<file path="src/rtl/simple_circuit_sweeper_if.sv">
`default_nettype none
// ============================================================================
// Module      : simple_circuit_sweeper_if
// Description : Start/abort handshake, circuit stimulus/response and result bus
// Revision    : 1.0
// ============================================================================
interface simple_circuit_sweeper_if;
    logic       start;
    logic       abort;
    logic       D;
    logic       E;
    logic       A;
    logic       B;
    logic       C;
    logic       busy;
    logic       done;
    logic       pass;
    logic [7:0] d_vec;
    logic [7:0] e_vec;
    logic [7:0] mismatch;

    // Lab / bench side: issues requests and returns the circuit responses
    modport master (
        output start, abort, D, E,
        input  A, B, C, busy, done, pass, d_vec, e_vec, mismatch
    );

    modport slave (
        input  start, abort, D, E,
        output A, B, C, busy, done, pass, d_vec, e_vec, mismatch
    );
endinterface
`default_nettype wire

</file>
<file path="src/rtl/simple_circuit_sweeper.sv">
`default_nettype none
// ============================================================================
// Module      : simple_circuit_sweeper
// Description : Steps {A,B,C} through all 8 vectors, captures D/E, checks them
// Revision    : 1.0
// ============================================================================
module simple_circuit_sweeper #(
    parameter int         SETTLE_CYCLES = 2,
    parameter logic [7:0] EXP_D         = 8'hD5,
    parameter logic [7:0] EXP_E         = 8'h55
) (
    input  wire logic                 clk,
    input  wire logic                 rst_n,
    simple_circuit_sweeper_if.slave   bus
);

    localparam logic [1:0] c_ST_IDLE = 2'd0;
    localparam logic [1:0] c_ST_RUN  = 2'd1;
    localparam logic [1:0] c_ST_DONE = 2'd2;
    localparam logic [3:0] c_SETTLE  = 4'(SETTLE_CYCLES);
    localparam logic [2:0] c_LAST    = 3'd7;

    logic [1:0] r_state;
    logic [2:0] r_idx;
    logic [3:0] r_cnt;
    logic       r_busy;
    logic       r_done;
    logic       r_pass;
    logic [7:0] r_d_vec;
    logic [7:0] r_e_vec;
    logic [7:0] r_mismatch;

    logic       w_start_ok;
    logic       w_sample;
    logic       w_mm_bit;
    logic [7:0] w_mismatch_next;

    assign w_start_ok      = bus.start & ~bus.abort;
    assign w_sample        = (r_cnt == c_SETTLE);
    assign w_mm_bit        = (bus.D != EXP_D[r_idx]) | (bus.E != EXP_E[r_idx]);
    // pass on entry to DONE must include the final vector's verdict
    assign w_mismatch_next = r_mismatch | ({7'd0, w_mm_bit} << r_idx);

    always_ff @(posedge clk or negedge rst_n) begin
        if (!rst_n) begin
            r_state    <= c_ST_IDLE;
            r_idx      <= 3'd0;
            r_cnt      <= 4'd0;
            r_busy     <= 1'b0;
            r_done     <= 1'b0;
            r_pass     <= 1'b0;
            r_d_vec    <= 8'h00;
            r_e_vec    <= 8'h00;
            r_mismatch <= 8'h00;
        end else begin
            r_done <= 1'b0;
            case (r_state)
                c_ST_IDLE: begin
                    if (w_start_ok) begin
                        r_state    <= c_ST_RUN;
                        r_idx      <= 3'd0;
                        r_cnt      <= 4'd0;
                        r_busy     <= 1'b1;
                        r_pass     <= 1'b0;
                        r_d_vec    <= 8'h00;
                        r_e_vec    <= 8'h00;
                        r_mismatch <= 8'h00;
                    end
                end
                c_ST_RUN: begin
                    // Abort takes precedence over a capture due on the same edge
                    if (bus.abort) begin
                        r_state <= c_ST_IDLE;
                        r_idx   <= 3'd0;
                        r_cnt   <= 4'd0;
                        r_busy  <= 1'b0;
                    end else if (w_sample) begin
                        r_d_vec[r_idx] <= bus.D;
                        r_e_vec[r_idx] <= bus.E;
                        r_mismatch     <= w_mismatch_next;
                        r_cnt          <= 4'd0;
                        if (r_idx == c_LAST) begin
                            r_state <= c_ST_DONE;
                            r_idx   <= 3'd0;
                            r_busy  <= 1'b0;
                            r_done  <= 1'b1;
                            r_pass  <= (w_mismatch_next == 8'h00);
                        end else begin
                            r_idx <= r_idx + 3'd1;
                        end
                    end else begin
                        r_cnt <= r_cnt + 4'd1;
                    end
                end
                c_ST_DONE: begin
                    r_state <= c_ST_IDLE;
                end
                default: begin
                    r_state <= c_ST_IDLE;
                    r_idx   <= 3'd0;
                    r_cnt   <= 4'd0;
                    r_busy  <= 1'b0;
                end
            endcase
        end
    end

    // r_idx is forced to 0 outside RUN, so it doubles as the stimulus register
    assign bus.A        = r_idx[2];
    assign bus.B        = r_idx[1];
    assign bus.C        = r_idx[0];
    assign bus.busy     = r_busy;
    assign bus.done     = r_done;
    assign bus.pass     = r_pass;
    assign bus.d_vec    = r_d_vec;
    assign bus.e_vec    = r_e_vec;
    assign bus.mismatch = r_mismatch;

endmodule
`default_nettype wire

</file>
<file path="src/flat_wrapper.sv">
// flat-port wrapper written by rule: the top's interface ports become plain ports
module simple_circuit_sweeper_flat 
#(
    parameter int         SETTLE_CYCLES = 2,
    parameter logic [7:0] EXP_D         = 8'hD5,
    parameter logic [7:0] EXP_E         = 8'h55
)
  (clk, rst_n, bus_start, bus_abort, bus_D, bus_E, bus_A, bus_B, bus_C, bus_busy, bus_done, bus_pass, bus_d_vec, bus_e_vec, bus_mismatch);
  simple_circuit_sweeper_if bus_i ();
  input  wire logic clk;
  input  wire logic rst_n;
  input wire logic [$bits(bus_i.start)-1:0] bus_start;
  input wire logic [$bits(bus_i.abort)-1:0] bus_abort;
  input wire logic [$bits(bus_i.D)-1:0] bus_D;
  input wire logic [$bits(bus_i.E)-1:0] bus_E;
  output wire logic [$bits(bus_i.A)-1:0] bus_A;
  output wire logic [$bits(bus_i.B)-1:0] bus_B;
  output wire logic [$bits(bus_i.C)-1:0] bus_C;
  output wire logic [$bits(bus_i.busy)-1:0] bus_busy;
  output wire logic [$bits(bus_i.done)-1:0] bus_done;
  output wire logic [$bits(bus_i.pass)-1:0] bus_pass;
  output wire logic [$bits(bus_i.d_vec)-1:0] bus_d_vec;
  output wire logic [$bits(bus_i.e_vec)-1:0] bus_e_vec;
  output wire logic [$bits(bus_i.mismatch)-1:0] bus_mismatch;
  assign bus_i.start = bus_start;
  assign bus_i.abort = bus_abort;
  assign bus_i.D = bus_D;
  assign bus_i.E = bus_E;
  assign bus_A = bus_i.A;
  assign bus_B = bus_i.B;
  assign bus_C = bus_i.C;
  assign bus_busy = bus_i.busy;
  assign bus_done = bus_i.done;
  assign bus_pass = bus_i.pass;
  assign bus_d_vec = bus_i.d_vec;
  assign bus_e_vec = bus_i.e_vec;
  assign bus_mismatch = bus_i.mismatch;
  simple_circuit_sweeper #(.SETTLE_CYCLES(SETTLE_CYCLES), .EXP_D(EXP_D), .EXP_E(EXP_E)) u_core (.clk(clk), .rst_n(rst_n), .bus(bus_i));
endmodule
</file>
<file path="config.mk">
export PLATFORM = sky130hd
export DESIGN_NAME = simple_circuit_sweeper_flat
export DESIGN_NICKNAME = d
export VERILOG_FILES = /design/src/rtl/simple_circuit_sweeper_if.sv /design/src/rtl/simple_circuit_sweeper.sv /design/src/flat_wrapper.sv
export SDC_FILE = /design/constraint.sdc
export NUM_CORES = 1
export LEC_CHECK = 0
export ABC_AREA = 1
export BUFFER_PORTS_ARGS = -buffer_cell sky130_fd_sc_hd__buf_4
export CAP_MARGIN = 20
export CORE_MARGIN = 1.5
export CORE_UTILIZATION = 54
export CTS_CLUSTER_DIAMETER = 120
export DETAILED_ROUTE_END_ITERATION = 8
export HOLD_SLACK_MARGIN = 0.15
export PLACE_DENSITY = 0.78
export SLEW_MARGIN = 0
export SYNTH_ARGS = -nofsm -noshare
export SYNTH_HDL_FRONTEND = slang
export SYNTH_SLANG_ARGS = --single-unit
</file>
<file path="constraint.sdc">
create_clock -name clk -period 2.04 [get_ports clk]
set_clock_uncertainty 0.2 [all_clocks]
set_input_delay 0.408 -clock clk [delete_from_list [all_inputs] [get_ports clk]]
set_output_delay 0.408 -clock clk [all_outputs]
set_load 0.03 [all_outputs]
</file>
==> summary.txt, run 1 <==
min Tclk post-route = 1850 ps
final wirelength = 3.90 mm
Finished Core Util = 68.5%
cells after synthesis = 232
buffers and inverters on the worst path = 1
Max FO, Critical Path = 8
Max Cap Violations = 0
vias in the first global route = 1554
class of the worst hold path = in -> reg
RSZ-0062 raised after global routing = no
CP max-delay cell = dfrtp_2
routed length per instance = 12.1 µm
H-Tree Depth = 2
most frequent cells in the layout = inv_1, nand2_1, buf_4
status = completed
Ys Warns = 0
arrival time worst endpoint = 1940 ps
filler instances = 278
most common cell after layout, fill and taps aside = inv_1
share of cells above drive strength 1 = 24.2%
Port Buffers = 35
synth unique cells = 25
CTS Root Buffer Type = clkbuf_4
1st-iter DRT viols = 87
antenna-violating nets left = 0
WS Path Type = reg -> reg
clock sink count = 36
Net count, final = 287
Num CTS Buffers = 5
GRT overflow = 0
Reg clk slew, reported paths = 110 ps
Area contributors post-synth = dfrtp_1, inv_1, nand2_1
Max Fclk = 541 MHz
Slew Viols, Final = 0
Slew headroom = 70.3%
GRT Total Usage = 22.4%
Critical Path RT = 2130 ps
mapped cell area = 1890 µm²
clock buffer depth = 2
row cnt = 21
GPL Wtd Cong = 0.950
Initial DRT Pass Iterations = 4
initial antenna violation count = 0
core area = 3340 µm²
Power Density = 1120 nW/µm²
VDD IR max = 0.000720 V
actual slew at the worst max-slew pin = 445 ps
Post-DP HPWL = 2.82 mm
syn_area_per_cell = 8.15 µm²
Die Width = 62.2 µm
DRC Markers = 0
total inserted antenna cells = 0
syn nets = 243
CP cell instances = ha_1 -> inv_1 -> nand2_1 -> nand3_1 -> nand3_2 -> a21oi_1 -> nand3_1 -> nor2_1 -> nand2_1 -> nand2_1
Multi-input gate area = 763 µm²
Synth top area share = 47.7%
first-pass GRT wire length = 6.89 mm
Final Hold Fails = 0
TritonCTS clock tree = done
synthesis-stage register bit count = 36
delay-heaviest family, CP = simple AND/OR/NAND/NOR gates
register area = 903 µm²
total number of vias = 1623
largest net degree at the start of global routing = 37
Die ar. = 3870 µm²
most frequent CP cell = nand2_1
worst stage delay on the critical path = 470 ps
io pins = 36
Seq/Total Area, Yosys = 47.7%
Crit. End Element = flip-flop
Synth area leader = dfrtp_1
clk_lat worst skew = 340 ps
period utilization = 90.6%
Die H = 62.2 µm
leakage = 0.00126 µW
Tot Pwr = 2550 µW
Avg Vias per Cell = 5.02
P&R area growth vs syn = 20.8%
startpoint types = flip-flop
setup violators final = 0
initial core utilization = 56.7%
setup TNS = 0 ps
metrics by stage:
step | hold WS [ps] | instances | instance area [µm²] | setup slack, ps
after floorplan | -87.6 | 232 | 1890 | 121
after global placement | 187 | 312 | 2200 | 178
after detailed placement | 188 | 312 | 2200 | 152
after CTS | 173 | 321 | 2270 | 121
after global routing | 207 | 323 | 2280 | 19.4
final | 180 | 323 | 2280 | 191
cell type report:
cell class                 count  area share, %
multi-input combinational    142           33.4
tap                           46           2.52
inverter                      51           8.71
sequential                    36           39.5
clock buffer                   8           2.57
timing repair buffer          40           13.3
worst register-to-register path, delay by kind of cell, from the launching register on:
kind                     cells  cell delay [ps]
AO/OA/AOI/OAI                1              240
adder cells (fa/ha/maj)      1              230
flip-flops                   1              470
AND/OR/NAND/NOR              7              630
buffers and inverters        1               50
sequential cells by signal (all words and copies together), names as in the netlist:
| register | flops |
|---|---|
| u_core.bus.busy | 1 |
| u_core.bus.d_vec | 8 |
| u_core.bus.done | 1 |
| u_core.bus.e_vec | 8 |
| u_core.bus.mismatch | 8 |
| u_core.bus.pass | 1 |
| u_core.r_cnt | 4 |
| u_core.r_idx | 3 |
| u_core.r_state | 2 |
cell usage after synthesis:
| master | count |
|---|---|
| o22ai_1 | 1 |
| inv_4 | 1 |
| inv_1 | 48 |
| nand3_1 | 13 |
| ha_1 | 5 |
| a21oi_1 | 9 |
| xor2_1 | 1 |
| nand2_1 | 45 |
| nor3_1 | 4 |
| nand3_2 | 1 |
| inv_2 | 1 |
| buf_6 | 2 |
| nor2_2 | 1 |
| buf_2 | 1 |
| nand2_4 | 4 |
| nor3b_2 | 1 |
| o21ai_2 | 3 |
| clkinv_4 | 1 |
| dfrtp_1 | 36 |
| nor2_4 | 1 |
| nand2_2 | 2 |
| o22ai_2 | 4 |
| nor2_1 | 18 |
| o21ai_1 | 11 |
| o21ai_0 | 18 |
metal layers:
layer	GRT usage [%]	up-vias	share of wire (%)
met4	8.89	0	1.6
li1	-	819	-
met2	36.0	43	47
met3	5.07	7	4.8
met1	29.6	754	47
met5	0	-	0
what timing repair did:
| item | in CTS | in global routing |
|---|---|---|
| endpoints found under the hold margin | 36 | 0 |
| setup endpoints to repair | 0 | 3 |
| buffers inserted | 0 | 2 |
| hold buffers | 1 | 0 |
| gates resized for setup | 0 | 2 |
kinds of logic after synthesis:
family / count (synthesis) / share of synthesized area (%)
compound gates: 46 / 14.4
xor+xnor: 1 / 0.463
fa+ha+maj: 5 / 3.31
buf+inv: 54 / 12.0
flops: 36 / 47.7
simple gates: 90 / 22.2
power breakdown:
group	switching, µW	internal (µW)
sequential	116	854
clock	225	170
combinational	794	389
final timing paths:
| kind | start | to | slack, ps | cells past startpoint |
|---|---|---|---|---|
| worst min-delay path | bus_abort | u_core.r_cnt[0] | 180 | 4 |
| worst max-delay path | u_core.r_idx[0] | u_core.bus.pass | 190 | 10 |
| min in group asynchronous | rst_n | u_core.r_cnt[0] | 340 | 2 |
| max in group asynchronous | rst_n | u_core.r_idx[0] | 950 | 2 |
| worst max register to register | u_core.r_idx[0] | u_core.bus.pass | 190 | 10 |
| worst min register to register | u_core.bus.pass | u_core.bus.pass | 290 | 2 |
(Power assumes the default switching activity.)
==> run 2, diff against run 1 <==
Settings changed: CORE_UTILIZATION 54 to 57, CTS_BUF_LIST from default to sky130_fd_sc_hd__clkbuf_2 sky130_fd_sc_hd__clkbuf_4 sky130_fd_sc_hd__clkbuf_8, PLACE_DENSITY 0.78 to 0.82.
==> summary.txt, run 2 (synthesized netlist as in run 1, its figures left out) <==
status = completed
Reg clk slew, reported paths = 110 ps (about the same)
Max Fclk = 537 MHz (-0.76%)
relative contribution of sequential cells to total power = 37.1% (-0.9 points)
routed length per instance = 12.0 µm (-0.93%)
arrival time worst endpoint = 1920 ps (-20 ps)
min Tclk post-route = 1860 ps (+14.1 ps)
startpoint types = flip-flop
setup violators final = 0 (unchanged)
Avg Vias per Cell = 5.08 (+1.0%)
Sw Share = 43.7% (-0.89 points)
Die H = 60.6 µm (-2.5%)
antenna-violating nets left = 0 (unchanged)
GPL Wtd Cong = 0.904 (-4.9%)
total number of vias = 1614 (-0.55%)
class of the worst hold path = in -> reg
Crit. End Element = flip-flop
Gate power share = 43.8% (-2.6 points)
CTS Root Buffer Type = clkbuf_4
VDD IR max = 0.000694 V (-3.6%)
Post-DP HPWL = 2.88 mm (+2.3%)
Reg2Reg Launch Point = u_core.r_idx[1]
core area = 3100 µm² (-7.0%)
actual slew at the worst max-slew pin = 447 ps (+2.43 ps)
Critical Path RT = 2090 ps (-40 ps)
most frequent cells in the layout = inv_1, nand2_1, buf_4
H-Tree Depth = 2 (unchanged)
clock sink count = 36 (unchanged)
period utilization = 91.3% (+0.69 points)
share of cells above drive strength 1 = 24.8% (+0.63 points)
Hold Crit Depth = 4 (unchanged)
Slew headroom = 70.0% (-0.36 points)
reg-to-reg setup timing slack = 180 ps (about the same)
total inserted antenna cells = 0 (unchanged)
Power Density = 1150 nW/µm² (+2.9%)
Num CTS Buffers = 5 (unchanged)
initial core utilization = 60.9% (+4.3 points)
Max FO, Critical Path = 8 (unchanged)
row cnt = 20 (-4.8%)
Final Hold Fails = 0 (unchanged)
initial antenna violation count = 0 (unchanged)
Psw = 1150 µW (+1.3%)
Post-CTS Setup Bufs = 0 (unchanged)
Slew Viols, Final = 0 (unchanged)
worst reg2reg endpoint = u_core.bus.pass
HP Start = bus_abort
1st-iter DRT viols = 104 (+20%)
WHS Endpoint = u_core.r_cnt[0]
WS Path Type = reg -> reg
Clock power frac = 19.1% (+3.6 points)
first-pass GRT wire length = 6.13 mm (-11%)
vias in the first global route = 1420 (-8.6%)
final hold slack = 173 ps (-6.85 ps)
most common cell after layout, fill and taps aside = inv_1
Worst Reg2Reg Path Length in Cells = 13 (+3)
RSZ-0062 raised after global routing = no
clock buffer depth = 2 (unchanged)
io pins = 36 (unchanged)
Net count, final = 284 (-1.0%)
P&R area growth vs syn = 21.4%
Initial DRT Pass Iterations = 4 (unchanged)
Max Cap Violations = 0 (unchanged)
clk_lat worst skew = 350 ps (about the same)
setup TNS = 0 ps (unchanged)
Die ar. = 3670 µm² (-5.0%)
leakage = 0.00126 µW (-0.31%)
GRT overflow = 0 (unchanged)
largest net degree at the start of global routing = 37 (unchanged)
TritonCTS clock tree = done
final wirelength = 3.81 mm (-2.5%)
cell internal pwr = 1480 µW (+5.0%)
DRC Markers = 0 (unchanged)
Die Width = 60.6 µm (-2.5%)
GRT Total Usage = 23.1% (+0.69 points)
Port Buffers = 35 (unchanged)
-- run 2: how the worst max path moves through the flow --
stage	start	to	slack [ps]	cells past startpoint
finish	u_core.r_idx[1]	u_core.bus.pass	180	13
global route	u_core.r_idx[1]	u_core.bus.pass	20	13
CTS	u_core.r_idx[1]	u_core.bus.mismatch[2]	90	10
detailed placement	u_core.r_idx[1]	u_core.bus.mismatch[2]	120	10
global placement	u_core.r_idx[1]	u_core.bus.pass	170	11
floorplan	u_core.r_idx[1]	u_core.bus.pass	120	11
-- run 2: timing repair --
| item | 4_1_cts | 5_1_grt |
|---|---|---|
| setup endpoints to repair | 0 | 4 |
| gates resized for setup | 0 | 5 |
| hold endpoints to repair | 36 | 0 |
| hold buffers | 1 | 0 |
-- run 2: final cells by class --
type / instances / area [µm²]
clock buffers: 5 / 37.5
flip-flops and latches: 36 / 903
clock inverters: 3 / 42.5
multi-input cells: 142 / 778
repair buffers: 37 / 280
inverters: 51 / 199
well taps: 44 / 55.1
fillers: 259 / 807
-- run 2: through the flow --
stage	instance area, µm²	instances	setup WS [ps]	util (%)	total power (µW)
after floorplan	1890	232	121	-	1800
after global placement	2190	309	173	70.5	2090
after detailed placement	2190	309	124	70.5	2110
after CTS	2280	318	91.1	73.4	2620
after global routing	2300	318	17.1	74.0	2820
final	2300	318	177	74.0	2630
-- run 2: worst max-delay path: stages (launching register included) --
cell	delay (ps)
dfrtp_2	470
inv_1	150
ha_1	190
inv_1	40
nand2_1	50
nand3_1	110
nand3_4	130
nand3_1	90
nand2_1	90
inv_1	40
nand2_1	50
nor2_1	40
nand2_1	70
nand2_1	50
-- run 2: routing by layer --
layer	track usage (%)	up-vias	part of all wire [%]
li1	-	807	-
met1	30.4	751	47
met2	35.3	47	46
met3	6.61	9	5.6
met4	10.9	0	2.1
met5	0	-	0
-- run 2: power groups by stage --
| stage | clock network [µW] | registers (µW) | logic [µW] |
|---|---|---|---|
| 6_report | 503 | 977 | 1150 |
| 5_1_grt | 549 | 997 | 1270 |
| 4_1_cts | 510 | 969 | 1140 |
| 3_5_place_dp | 0 | 980 | 1130 |
| 3_3_place_gp | 0 | 978 | 1110 |
| 2_1_floorplan | 0 | 1160 | 636 |
